===== src/rtl/render_sequencer.sv =====
// Frame sequencer: runs clear -> walls -> crosshair render stages once per frame tick
// and muxes the active stage's pixel stream onto the VGA adapter. Optional stage
// watchdog is enabled with `define RENDER_TIMEOUT_EN.
module render_sequencer #(
  parameter logic [7:0]  CROSS_X = 8'd80,
  parameter logic [6:0]  CROSS_Y = 7'd60,
  parameter logic [15:0] TIMEOUT = 16'd40000
) (
  input  logic        clock,
  input  logic        reset,
  input  logic        frame_tick,
  input  logic        enable,
  output logic        clear_start,
  input  logic        clear_done,
  output logic        walls_start,
  input  logic        walls_done,
  output logic        xhair_start,
  input  logic        xhair_done,
  input  logic [7:0]  clear_x,
  input  logic [6:0]  clear_y,
  input  logic [17:0] clear_colour,
  input  logic        clear_write,
  input  logic [7:0]  walls_x,
  input  logic [6:0]  walls_y,
  input  logic [17:0] walls_colour,
  input  logic        walls_write,
  input  logic [7:0]  xhair_x,
  input  logic [6:0]  xhair_y,
  input  logic [17:0] xhair_colour,
  input  logic        xhair_write,
  output logic [7:0]  center_x,
  output logic [6:0]  center_y,
  output logic [7:0]  vga_x,
  output logic [6:0]  vga_y,
  output logic [17:0] vga_colour,
  output logic        vga_write,
  output logic        busy,
  output logic [15:0] frame_count,
  output logic [7:0]  overrun_count
`ifdef RENDER_TIMEOUT_EN
  ,
  output logic        timeout_flag
`endif
);

  typedef enum logic [2:0] {
    IDLE, START_CLEAR, WAIT_CLEAR, START_WALLS,
    WAIT_WALLS, START_XHAIR, WAIT_XHAIR, FRAME_DONE
  } state_t;

  state_t state, state_next;
  logic   pending;
  logic   leave_idle;
  logic   stage_done;
  logic   stage_timeout;

  assign center_x   = CROSS_X;
  assign center_y   = CROSS_Y;
  assign busy       = (state != IDLE);
  assign leave_idle = (state == IDLE) && enable && (frame_tick || pending);

  // Done of the stage currently being waited on; other stages' done is ignored.
  always_comb begin
    stage_done = 1'b0;
    case (state)
      WAIT_CLEAR: stage_done = clear_done;
      WAIT_WALLS: stage_done = walls_done;
      WAIT_XHAIR: stage_done = xhair_done;
      default:    stage_done = 1'b0;
    endcase
  end

  // NOTE: every output of this block gets a default first, so no path leaves a latch.
  always_comb begin
    state_next  = state;
    clear_start = 1'b0;
    walls_start = 1'b0;
    xhair_start = 1'b0;
    vga_x       = '0;
    vga_y       = '0;
    vga_colour  = '0;
    vga_write   = 1'b0;
    case (state)
      IDLE: if (leave_idle) state_next = START_CLEAR;
      START_CLEAR: begin
        clear_start = 1'b1;
        state_next  = WAIT_CLEAR;
      end
      WAIT_CLEAR: begin
        vga_x      = clear_x;
        vga_y      = clear_y;
        vga_colour = clear_colour;
        vga_write  = clear_write;
        if (stage_done || stage_timeout) state_next = START_WALLS;
      end
      START_WALLS: begin
        walls_start = 1'b1;
        state_next  = WAIT_WALLS;
      end
      WAIT_WALLS: begin
        vga_x      = walls_x;
        vga_y      = walls_y;
        vga_colour = walls_colour;
        vga_write  = walls_write;
        if (stage_done || stage_timeout) state_next = START_XHAIR;
      end
      START_XHAIR: begin
        xhair_start = 1'b1;
        state_next  = WAIT_XHAIR;
      end
      WAIT_XHAIR: begin
        vga_x      = xhair_x;
        vga_y      = xhair_y;
        vga_colour = xhair_colour;
        vga_write  = xhair_write;
        if (stage_done || stage_timeout) state_next = FRAME_DONE;
      end
      FRAME_DONE: state_next = IDLE;
      default:    state_next = IDLE;
    endcase
  end

  // NOTE: sequential state uses non-blocking assignments so all registers update together.
  always_ff @(posedge clock) begin
    if (!reset) begin
      state         <= IDLE;
      pending       <= 1'b0;
      frame_count   <= '0;
      overrun_count <= '0;
    end else begin
      state <= state_next;
      // Starting a frame consumes the pending request, including a tick in that cycle.
      if (leave_idle)
        pending <= 1'b0;
      else if (frame_tick)
        pending <= 1'b1;
      if (frame_tick && busy && (overrun_count != 8'hFF))
        overrun_count <= overrun_count + 8'd1;
      if (state == FRAME_DONE)
        frame_count <= frame_count + 16'd1;
    end
  end

`ifdef RENDER_TIMEOUT_EN
  logic [15:0] wd_count;
  logic        in_wait;

  assign in_wait       = (state == WAIT_CLEAR) || (state == WAIT_WALLS) || (state == WAIT_XHAIR);
  // The n-th cycle of a WAIT state sees wd_count = n-1, so the stage gets TIMEOUT cycles.
  assign stage_timeout = in_wait && (({1'b0, wd_count} + 17'd1) >= {1'b0, TIMEOUT});

  always_ff @(posedge clock) begin
    if (!reset) begin
      wd_count     <= '0;
      timeout_flag <= 1'b0;
    end else begin
      if (!in_wait)
        wd_count <= '0;
      else if (wd_count != 16'hFFFF)
        wd_count <= wd_count + 16'd1;
      if (stage_timeout && !stage_done)
        timeout_flag <= 1'b1;
    end
  end
`else
  assign stage_timeout = 1'b0;
`endif

endmodule


===== config.mk =====
export PLATFORM = sky130hd
export DESIGN_NAME = render_sequencer
export DESIGN_NICKNAME = d
export VERILOG_FILES = /design/src/rtl/render_sequencer.sv
export SDC_FILE = /design/constraint.sdc
export NUM_CORES = 1
export LEC_CHECK = 0
export ABC_AREA = 1
export CAP_MARGIN = 5
export CORE_ASPECT_RATIO = 0.7
export CORE_MARGIN = 2
export CORE_UTILIZATION = 35
export DETAILED_ROUTE_END_ITERATION = 8
export HOLD_SLACK_MARGIN = 0.08
export PLACE_DENSITY = 0.86
export SYNTH_ARGS = -nofsm -noshare
export SYNTH_HDL_FRONTEND = slang
export SYNTH_SLANG_ARGS = --single-unit

===== constraint.sdc =====
create_clock -name clock -period 2.7 [get_ports clock]
set_input_delay 0.54 -clock clock [delete_from_list [all_inputs] [get_ports clock]]
set_output_delay 0.54 -clock clock [all_outputs]
set_load 0.02 [all_outputs]

# [Word level (Yosys, flattened, before mapping)]
# Cells that the tools add are included.
[word_totals] wordCells=41 input_bits=109 reg_bits=28 out_inout_bits=77
[classes] addsub=2 mux=13 reduce_logical=9 bitwise_logic=1 n_eq_ne=12
[op_table] cell="$pmux 18 s3" n=1
[op_table] cell="$pmux 3 s8" n=1
[op_table] cell="$pmux 8 s3" n=1
[op_table] cell="$pmux 7 s3" n=1
[op_table] cell="$add 16x1->16 const B" n=1
[op_table] cell="$eq 3x3->1 const B" n=4
[op_table] cell="$mux 3" n=4
[op_table] cell="$add 8x1->8 const B" n=1
[op_table] cell="$ne 2x2->1 const B" n=4
[op_table] cell="$ne 8x8->1 const B" n=1
[op_table] cell="$eq 3x2->1 const B" n=2
[op_table] cell="$pmux 1 s3" n=2
[op_table] cell="$logic_and 1x1->1" n=4
[op_table] cell="$reduce_and 4->1" n=1
[op_table] cell="$eq 3x1->1 const B" n=1
[op_table] cell="$logic_not 3->1" n=1
[op_table] cell="$mux 1" n=3
[op_table] cell="$reduce_bool 3->1" n=1
[op_table] cell="$reduce_or 2->1" n=1
[op_table] cell="$logic_or 1x1->1" n=1
[op_table] cell="$not 1->1" n=1

# [Longest topological paths before layout]
[logic_depth] word_depth=5 mapped_depth=9 ltp_nobuf=9

# [Worst setup path before layout]
# No wires, ideal clock.
[synth_path] kind="reg-to-output" from="reg state[1]" to="out vga_colour[0]" path_buffers=1 path_slack_ns=0.989 stages_incl_launch_ff=7 required_ns=2.160 arrival_ns=1.171 path_cell_list="dfxtp_1 -> nor2_1 -> nand2_1 -> inv_2 -> buf_2 -> nand2_1 -> nand3_1"
[synth_between] elab_chain_len=2 word_cells_on_any_way=4 cone_classes="eq/ne (3); mux (1)"
[synth_lines] element="start, declared" line_no="51" text="state_t state, state_next;"
[synth_lines] element="start signal, assigned" line_no="131" text="state <= state_next;"
[synth_lines] element="$eq 3x3->1 / $eq 3x2->1 (equally long branches)" line_no="83" text="case (state)"
[synth_lines] element="$pmux 18 s3 *" line_no="83"
[synth_lines] element="end, declared" line_no="35" text="output logic [17:0] vga_colour,"
# Mark *: on every way between the ends. The rest lies on a longest branch, timed or not.

# [Worst setup path in the final report]
[layout_path] from="reg state[2]" to="out vga_x[2]"
[layout_between] elab_chain_len=2 word_cells_on_any_way=4 cone_classes="eq/ne (3); mux (1)"
[layout_lines] element="$eq 3x3->1 / $eq 3x2->1 (equally long branches)" line_no="83"
[layout_lines] element="$pmux 8 s3 *" line_no="83"
[layout_lines] element="end, declared" line_no="33" text="output logic [7:0] vga_x,"
# Marks and branches as above.

==> qor.csv <==
stage,metric,value,unit
routing,vias per inst,4.66,
placement,IO Port Bufs,170,
worst_setup_path,Critical Path RT,2.16,ns
sta,Setup-failing EPs final,0,
worst_setup_path,WS Path Type,register to primary output,
finish,Final Net Count,647,
global_route,met2 GRT Util,42.5,%
finish,Layout fillers,491,
routing,DRC Markers,0,
sta,min Tclk post-route,2.57,ns
sta,Setup TNS,0,ns
yosys,"flops & latches, synth",28,
clocking,"CTS clk-pin slew, worst paths",0.10,ns
routing,DR vias,2842,
worst_setup_path,Bufs and invs on worst path,3,
global_route,gr busiest metal,met2,
yosys,post-synth cell types,27,
yosys,synth top area cells,"nand2_1 27%, dfxtp_1 26%, nand3_1 11%",
yosys,Syn Area/Cell,5.81,sq um
sta,slew at the pin with the worst max-slew slack,0.504,ns
finish,layout cells sized above 1,5.42,%
global_route,first-pass GRT wire length,13200,microns
floorplan,die height,69.4,microns
pwr,Power Density,449,nW/um^2
sta,Final Hold Fails,0,
clocking,CTS tree,built,
yosys,"FFs w/ async S/R, synth",0,%
global_route,All-Layer GR Usage,23.7,%
finish,final core occ,68.6,%
routing,Post-DRT Antenna Nets,0,
placement,routability cong.,0.958,
floorplan,die width,97.4,microns
clocking,TritonCTS Sinks,28,
pwr,static leakage,0.00192,uW
pwr,VDD IR max,0.269,mV
yosys,Mapped Cells,368,
yosys,Post-synth top flop,dfxtp_1,
global_route,routing usage on met1,29.4,%
clocking,H-tree level count,1,
floorplan,die footprint,6760,sq um
run,MaxCap Viol Count,0,
worst_setup_path,Critical Path Sink Type,primary output,
clocking,clk_lat worst skew,0.28,ns
global_route,largest net degree at the start of global routing,23,
sta,clk_skew,0.00329,ns
floorplan,Ports,186,
placement,DPL Wire Length,6900,microns
worst_setup_path,Max stage delay on crit path,0.61,ns
routing,drt wl/cell,14.0,microns
yosys,yosys warns,0,
clocking,setup repair bufs after CTS,0,
global_route,total gr overflow,0,
floorplan,# rows,23,
clocking,root buffer cell,clkbuf_8,
sta,"Slew Viols, Final",0,
yosys,Netlist Area Pre-Place,2140,sq um
yosys,"area leader, netlist",nand2_1,
global_route,met3 GRT Util,4.03,%
worst_setup_path,Worst Path Arrival,2.03,ns
finish,post-route cell area,3990,sq um
placement,Post-DP Area,3890,sq um
worst_setup_path,Critical Path Start Type,register,
yosys,number of synthesized flops with an enable pin,0,
routing,drt pass-1 iters,4,
finish,most frequent cells in the layout,"155 x nand2_1, 149 x clkdlybuf4s50_1, 49 x nand3_1",
worst_setup_path,Slowest cell on crit path,clkdlybuf4s50_1,
yosys,"Seq/Total Area, Yosys",26.2,%
finish,n_diodes,0,
pwr,Total Power,1790,uW
worst_setup_path,crit path cell chain,nand3_1 > inv_4 > buf_12 > nand2_1 > nand3_1 > clkdlybuf4s50_1,
finish,Area Overhead vs Synth,86.7,%
worst_setup_path,kind of cell adding the most delay to the critical path,buffers and inverters,
clocking,Num CTS Buffers,3,
finish,"leading cell type in the layout, fill and taps excluded",nand2_1,
routing,initial drt markers,118,
clocking,Longest Clk Path Bufs,2,
sta,relative slew slack,66.4,%
hold_path,worst min path class,register to register,
status,status,"finished, final reports clean",
global_route,vias in the first global route,2607,
floorplan,core area,5810,sq um
sta,fmax,389,MHz
yosys,Synth top area share,27.2,%
routing,WL final,8530,microns
floorplan,starting density of the core,36.8,%
sta,fin crit share,95.3,%
worst_setup_path,Most Frequent Cell on Critical Path,nand3_1,
sta,RSZ-0062 raised after global routing,no,
global_route,antenna violations before repair,0,
worst_setup_path,Crit Path Max Fanout,15,
sequential cells by signal, summed over array words and instances, names as in the netlist:
register	flops
pending	1
overrun_count	8
frame_count	16
state	3
where the power goes:
group / internal, uW / switching (uW) / total [uW]
clock network: 131 / 135 / 266
registers: 441 / 40.6 / 482
logic: 484 / 559 / 1040
total: 1060 / 735 / 1790
layer usage:
layer  vias to the layer above  wire length (microns)
li1                       1460                      -
met1                      1265                   3540
met2                       102                   4410
met3                        15                    418
met4                         0                    148
met5                         -                      0
cell families after synthesis:
group	Yosys count	synth area share, %
flops	28	26.2
other cells	2	0.351
compound gates	24	5.74
buf+inv	54	12.7
xor+xnor	9	3.69
fa+ha+maj	2	1.17
simple gates	249	50.1
tightest hold or removal path, stage by stage, from the launching register on:
cell     delay (ns)
dfxtp_1        0.35
inv_1          0.06
a21oi_1        0.05
cells in the mapped netlist (3+ instances only):
cell type	instances
buf_4	15
dfxtp_1	28
o21ai_1	3
inv_2	6
nor2_4	3
nor3_1	3
inv_1	21
nand3_1	49
nor2_1	30
xor2_1	5
xnor2_1	4
o21ai_0	3
nand2_1	155
a21oi_1	17
buf_2	9
timing repair:
action / in CTS / in global routing
pin swaps: 0 / 0
setup endpoints to repair: 21 / 18
hold buffers: 0 / 0
gates resized for setup: 7 / 19
stage by stage:
step           worst slack [ns]  hold slack (ns)  cells
2_1_floorplan             0.989            0.511    381
3_3_place_gp              0.306            0.466    606
3_5_place_dp              0.230            0.497    606
4_1_cts                 0.00789            0.512    610
5_1_grt                  0.0130            0.530    610
6_report                  0.126            0.508    610
path summary, 6_finish.rpt:
kind         cells past startpoint                     startpoint                       endpoint  slack (ns)
max                              6          state[2]$_SDFFE_PN0P_                       vga_x[2]        0.13
min                              2    frame_count[9]$_SDFFE_PN0N_    frame_count[9]$_SDFFE_PN0N_        0.51
max reg2reg                      8  overrun_count[0]$_SDFFE_PN0P_  overrun_count[6]$_SDFFE_PN0P_        1.19
min reg2reg                      2    frame_count[9]$_SDFFE_PN0N_    frame_count[9]$_SDFFE_PN0N_        0.51
cell type report:
class	instances	area, sq um	share of cell area (%)
Clock buffer	4	55.1	1.38
Inverter	28	114	2.85
Multi-Input combinational cell	299	1360	34.0
Timing Repair Buffer	176	1810	45.3
Sequential cell	28	562	14.1
Tap cell	75	93.8	2.35
Power figures use the tool's default switching activity.
